$ cat src/rtl/serdes_frame_aligner.sv
// Receive-side frame aligner for the SerDes serial output.
// Hunts for the SYNC byte and verifies LOCK_CNT correctly spaced syncs before locking.
// While locked, it pushes byte-aligned payload into a show-ahead FIFO with a valid/ready output.
`timescale 1ns/1ps
module serdes_frame_aligner #(
  parameter logic [7:0]  SYNC        = 8'hA5,
  parameter int unsigned PAYLOAD_LEN = 4,
  parameter int unsigned LOCK_CNT    = 3,
  parameter int unsigned MISS_MAX    = 2,
  parameter int unsigned FIFO_DEPTH  = 4
) (
  input  logic       sclk_i,
  input  logic       rst_i,
  input  logic       data_i,
  input  logic       valid_i,
  output logic [7:0] data_o,
  output logic       valid_o,
  input  logic       ready_i,
  output logic       lock_o,
  output logic       sync_err_o,
  output logic       ovf_o
);

  localparam int unsigned AW      = $clog2(FIFO_DEPTH);
  localparam logic [7:0]  PLEN    = 8'(PAYLOAD_LEN);
  localparam logic [3:0]  LOCK_N  = 4'(LOCK_CNT);
  localparam logic [3:0]  MISS_N  = 4'(MISS_MAX);
  localparam logic [AW:0] DEPTH_C = (AW+1)'(FIFO_DEPTH);

  typedef enum logic [1:0] {HUNT, VERIFY, LOCKED} state_e;

  state_e          state_q, state_d;
  logic [7:0]      sr_q, sr_d;
  logic [2:0]      bit_cnt_q, bit_cnt_d;
  logic [7:0]      byte_cnt_q, byte_cnt_d;
  logic [3:0]      good_cnt_q, good_cnt_d;
  logic [3:0]      miss_cnt_q, miss_cnt_d;
  logic            sync_err_q, sync_err_d;
  logic            ovf_q;
  logic [7:0]      cand;
  logic            is_sync, sync_pos, push_req;

  logic [7:0]      mem_q [FIFO_DEPTH];
  logic [AW-1:0]   wr_ptr_q, rd_ptr_q;
  logic [AW:0]     count_q;
  logic [7:0]      last_q;
  logic            empty, full, pop, wr_en, drop;

  // Framing state: register update with asynchronous clear.
  always_ff @(posedge sclk_i or negedge rst_i) begin
    if (!rst_i) begin
      state_q    <= HUNT;
      sr_q       <= '0;
      bit_cnt_q  <= '0;
      byte_cnt_q <= '0;
      good_cnt_q <= '0;
      miss_cnt_q <= '0;
      sync_err_q <= 1'b0;
    end else begin
      state_q    <= state_d;
      sr_q       <= sr_d;
      bit_cnt_q  <= bit_cnt_d;
      byte_cnt_q <= byte_cnt_d;
      good_cnt_q <= good_cnt_d;
      miss_cnt_q <= miss_cnt_d;
      sync_err_q <= sync_err_d;
    end
  end

  // Hunt / verify / locked next-state, byte framing and payload push request.
  always_comb begin
    state_d    = state_q;
    sr_d       = sr_q;
    bit_cnt_d  = bit_cnt_q;
    byte_cnt_d = byte_cnt_q;
    good_cnt_d = good_cnt_q;
    miss_cnt_d = miss_cnt_q;
    sync_err_d = 1'b0;
    push_req   = 1'b0;
    cand       = {sr_q[6:0], data_i};
    is_sync    = (cand == SYNC);
    sync_pos   = (byte_cnt_q == PLEN);
    if (valid_i) begin
      sr_d = cand;
      case (state_q)
        HUNT: begin
          if (is_sync) begin
            state_d    = VERIFY;
            good_cnt_d = 4'd1;
            bit_cnt_d  = '0;
            byte_cnt_d = '0;
          end
        end
        VERIFY, LOCKED: begin
          bit_cnt_d = bit_cnt_q + 3'd1;
          if (bit_cnt_q == 3'd7) begin
            if (!sync_pos) begin
              byte_cnt_d = byte_cnt_q + 8'd1;
              push_req   = (state_q == LOCKED);
            end else begin
              byte_cnt_d = '0;
              if (state_q == VERIFY) begin
                if (!is_sync) begin
                  state_d = HUNT;
                end else if (good_cnt_q + 4'd1 == LOCK_N) begin
                  state_d    = LOCKED;
                  miss_cnt_d = '0;
                end else begin
                  good_cnt_d = good_cnt_q + 4'd1;
                end
              end else if (is_sync) begin
                miss_cnt_d = '0;
              end else begin
                sync_err_d = 1'b1;
                if (miss_cnt_q + 4'd1 == MISS_N) state_d = HUNT;
                else miss_cnt_d = miss_cnt_q + 4'd1;
              end
            end
          end
        end
        default: state_d = HUNT;
      endcase
    end
  end

  // FIFO control; a push into a full FIFO is only accepted when a pop frees the head slot on the same edge.
  always_comb begin
    empty = (count_q == '0);
    full  = (count_q == DEPTH_C);
    pop   = !empty && ready_i;
    wr_en = push_req && (!full || pop);
    drop  = push_req && full && !pop;
  end

  // FIFO storage; never reset, since only written slots are ever presented.
  always_ff @(posedge sclk_i) begin
    if (wr_en) mem_q[wr_ptr_q] <= cand;
  end

  // FIFO pointers, occupancy, last-popped byte and sticky overflow flag.
  always_ff @(posedge sclk_i or negedge rst_i) begin
    if (!rst_i) begin
      wr_ptr_q <= '0;
      rd_ptr_q <= '0;
      count_q  <= '0;
      last_q   <= '0;
      ovf_q    <= 1'b0;
    end else begin
      if (wr_en) wr_ptr_q <= wr_ptr_q + AW'(1);
      if (pop) begin
        rd_ptr_q <= rd_ptr_q + AW'(1);
        last_q   <= mem_q[rd_ptr_q];
      end
      case ({wr_en, pop})
        2'b10:   count_q <= count_q + (AW+1)'(1);
        2'b01:   count_q <= count_q - (AW+1)'(1);
        default: count_q <= count_q;
      endcase
      if (drop) ovf_q <= 1'b1;
    end
  end

  // Output mapping; data_o keeps the last popped byte while the FIFO is empty.
  always_comb begin
    valid_o    = !empty;
    data_o     = empty ? last_q : mem_q[rd_ptr_q];
    lock_o     = (state_q == LOCKED);
    sync_err_o = sync_err_q;
    ovf_o      = ovf_q;
  end

endmodule

$ cat config.mk
export PLATFORM = sky130hd
export DESIGN_NAME = serdes_frame_aligner
export DESIGN_NICKNAME = d
export VERILOG_FILES = /design/src/rtl/serdes_frame_aligner.sv
export SDC_FILE = /design/constraint.sdc
export NUM_CORES = 1
export LEC_CHECK = 0
export BUFFER_PORTS_ARGS = -buffer_cell sky130_fd_sc_hd__buf_4
export CORE_ASPECT_RATIO = 2
export CORE_UTILIZATION = 40
export CTS_CLUSTER_SIZE = 25
export DETAILED_ROUTE_END_ITERATION = 8
export MAX_ROUTING_LAYER = met4
export SYNTH_ARGS = -nofsm -noshare
export SYNTH_HDL_FRONTEND = slang
export SYNTH_SLANG_ARGS = --single-unit
$ cat constraint.sdc
create_clock -name sclk_i -period 3.3 [get_ports sclk_i]
set_clock_uncertainty 0.05 [all_clocks]
set_input_delay 0.33 -clock sclk_i [delete_from_list [all_inputs] [get_ports sclk_i]]
set_output_delay 0.33 -clock sclk_i [all_outputs]
set_load 0.02 [all_outputs]
==> out/qor.yml <==
global_routing:
  grt_pass1_vias: 2356
  antenna_found_initial: 0
  grtUsageTotal_pct: 15.71
  grt_pass1_wl_mm: 11.26
  overflow: 0
  grt_max_degree: 46
worst_setup_path:
  max_stage_delay_ns: 0.46
  worstPathCellList: "inv_1 -> ha_1 -> inv_1 -> o21ai_0 -> a211o_1 -> or2_1 -> o41ai_1"
  cp_slowest_cell: "ha_1"
  ff2ff_path_depth: 7
  crit_type: "reg -> reg"
  crit_top_cell: "inv_1"
  cp_data_arrival_time_ns: 2.70
  end_kind: "flip-flop"
  cp-start-kind: "flip-flop"
  cp.depth: 7
  path_max_fanout: 12
  required_ns: 3.46
  critPathTopFamily: "compound AO/OA/AOI/OAI gates"
  worst-path-buf-inv: 2
die:
  core-area_um2: 9012
  start_util_pct: 41.23
  dieArea_um2: 9703
  chipHeight_um: 138.3
  die_width_um: 70.16
  pin_count: 17
  rows: 49
detailed_routing:
  detail-route-antenna-nets: 0
  drtIter0Drc: 110
  vias: 2232
  drt-total-wl_mm: 6.754
  drc: 0
  post_drt_via_cell_ratio: 5.566
  dr.pass1.iters: 4
  wl_per_cell_um: 16.84
synthesis:
  synth.top_cell.area_share_pct: 30.30
  syn-cell-area_um2: 3716
  ys_ff_latch: 77
  synth_cells: 272
  ys_types: 56
  avgSynthCellArea_um2: 13.66
  synth_area_leaders: "dfrtp_1, edfxtp_1, mux2_2"
  synth-simple-area-share_pct: 11.92
  async_flop_share_pct: 58.44
  synth_adder_area_share_pct: 5.926
  ys.warnings.count: 0
  synth_xor_area_share_pct: 1.414
  synth_top_family_by_area: "multiplexers"
  synth-seq-area-share_pct: 56.16
  ys.flop_type: "dfrtp_1"
  yosysTopAreaCell: "dfrtp_1"
  synth_edf_count: 32
  syn-num-nets: 294
  synth_mux_area_share_pct: 13.50
  synth_compound_area_share_pct: 8.822
pwr:
  powerDensity_nw_per_um2: 751.6
  peakVddDrop_mv: 0.2994
  leakage_nw: 1.693
  power_w: 0.003190
clock_network:
  cts_resized: 0
  clk_latency_ns: 0.33
  clock-root-buffer: "clkbuf_16"
  tritoncts: "yes"
  htree_levels: 3
  numClockSinks: 77
  clockBufferDepth: 2
  cts_setup_buffers: 0
  cts-buffers-inserted: 9
  clk_pin_slew_ns: 0.06
sta:
  fmax_mhz: 393.6
  rsz0062_at_grt: "no"
  relSlewSlack_pct: 57.51
  worst_slew_pin_slew_ns: 0.6285
  setup_violations: 0
  tns_ns: 0
  hold_viol: 0
  maxSlewViolCount: 0
  period_share_pct: 76.98
  period_minus_slack_ns: 2.540
placement:
  port_buffers: 16
  dp.final_hpwl_mm: 5.057
  dp.cells: 384
  place.gp.congestion: 0.7434
layout:
  nFillCells: 797
  regArea_um2: 2087
  finalNonFillerCells: 401
  syn2layout_area_growth_pct: 14.21
  drive_above_1_share_pct: 27.42
  nets: 316
  multiInputGateArea_um2: 1545
  n_antenna_cell: 0
hold_path:
  min_path_cells: 1
  min_path_type: "in -> reg"
status:
  status: "completed"
flow_run:
  max_cap_violations: 0
-- power breakdown --
part / internal, W / switching [W] / leakage (nW)
clock network: 0.000603 / 0.000360 / 0.143
registers: 0.00116 / 0.000169 / 0.829
logic: 0.000463 / 0.000430 / 0.722
total: 0.00223 / 0.000959 / 1.69
-- metrics by stage --
step | cell area, um^2 | setup slack (ns) | utilization, % | hold WS (ns)
after floorplan | 3716 | 1.100 | - | -0.01559
after global routing | 4244 | 0.5261 | 47.09 | 0.1765
final | 4244 | 0.7596 | 47.09 | 0.1725
after CTS | 4244 | 0.7427 | 47.09 | 0.1681
after detailed placement | 3940 | 0.7422 | 43.72 | 0.3417
after global placement | 3940 | 0.8417 | 43.72 | 0.3383
-- Yosys cell counts, types with 2 or more instances --
library cell / count
dfrtp_1: 45
edfxtp_1: 32
mux2_2: 25
ha_1: 16
nand2_1: 15
inv_1: 14
o21ai_0: 13
nand3_1: 11
mux4_2: 8
nand2b_1: 6
and2_1: 5
xnor2_1: 5
buf_2: 4
mux2i_1: 4
nor2_1: 4
nor3_1: 4
o31ai_1: 4
and3_1: 3
clkbuf_1: 3
nor2b_1: 3
o21ai_1: 3
a211o_1: 2
a211oi_2: 2
a21bo_2: 2
a21oi_1: 2
a22o_1: 2
and4bb_2: 2
nand2_2: 2
nand3b_1: 2
nor4_2: 2
nor4b_1: 2
-- worst paths after layout --
kind	from	to	slack [ns]
setup / recovery	state_q[0]	byte_cnt_q[5]	0.76
hold / removal	data_i	mem_q[3][0]	0.17
setup reg to reg	state_q[0]	byte_cnt_q[5]	0.76
hold reg to reg	ovf_o	ovf_o	0.42
max in group asynchronous	rst_i	byte_cnt_q[7]	2.29
min in group asynchronous	rst_i	sr_q[4]	0.51
-- registers in the layout, summed over array words and instances (netlist names) --
name	count
mem_q	32
sr_q	7
miss_cnt_q	4
sync_err_o	1
wr_ptr_q	2
byte_cnt_q	8
bit_cnt_q	3
count_q	3
last_q	8
good_cnt_q	4
ovf_o	1
state_q	2
rd_ptr_q	2
-- layout make-up --
type	instances	area share, %
well taps	102	3.007
inverters	14	1.238
repair buffers	18	3.243
multi-input cells	174	36.41
clock inverters	4	1.120
flip-flops and latches	77	49.17
clock buffers	12	5.808
-- cell usage in the layout (no fill, tap or decap), types with 5 or more instances in the layout --
master     Yosys  layout
nand2_1       15      15
and2_1         5       5
dfrtp_1       45      45
buf_4          0      17
nand3_1       11      11
nand2b_1       6       6
mux4_2         8       8
xnor2_1        5       5
o21ai_0       13      13
ha_1          16      16
edfxtp_1      32      32
clkbuf_16      0       9
inv_1         14      14
mux2_2        25      25
-- what timing repair did --
item / in CTS / in global routing
hold buffers: 1 / 0
endpoints found under the setup margin: 0 / 0
hold endpoints to repair: 45 / 0
-- worst reg2reg max path: cells and delay by family (launching register included) --
kind                     cells  cell delay, ns
AO/OA/AOI/OAI                3            0.89
adder cells (fa/ha/maj)      1            0.46
buffers and inverters        2            0.30
flip-flops                   1            0.39
AND/OR/NAND/NOR              1            0.34
-- routing by layer --
layer / track usage, % / routed length [um] / vias up
met2: 28.64 / 3977 / 40
met4: 10.00 / 288 / 0
met5: - / 0 / -
met1: 14.72 / 2345 / 1105
li1: - / - / 1064
met3: 2.551 / 143 / 23
-- cell families (layout without fill, tap and decap cells) --
kind of cell,Yosys count,after routing
flops,77,77
simple gates,72,72
compound gates,42,42
mux,37,37
buf+inv,21,48
fa+ha+maj,17,17
xor+xnor,6,6
Note: power is estimated with default switching activity, not from simulation.
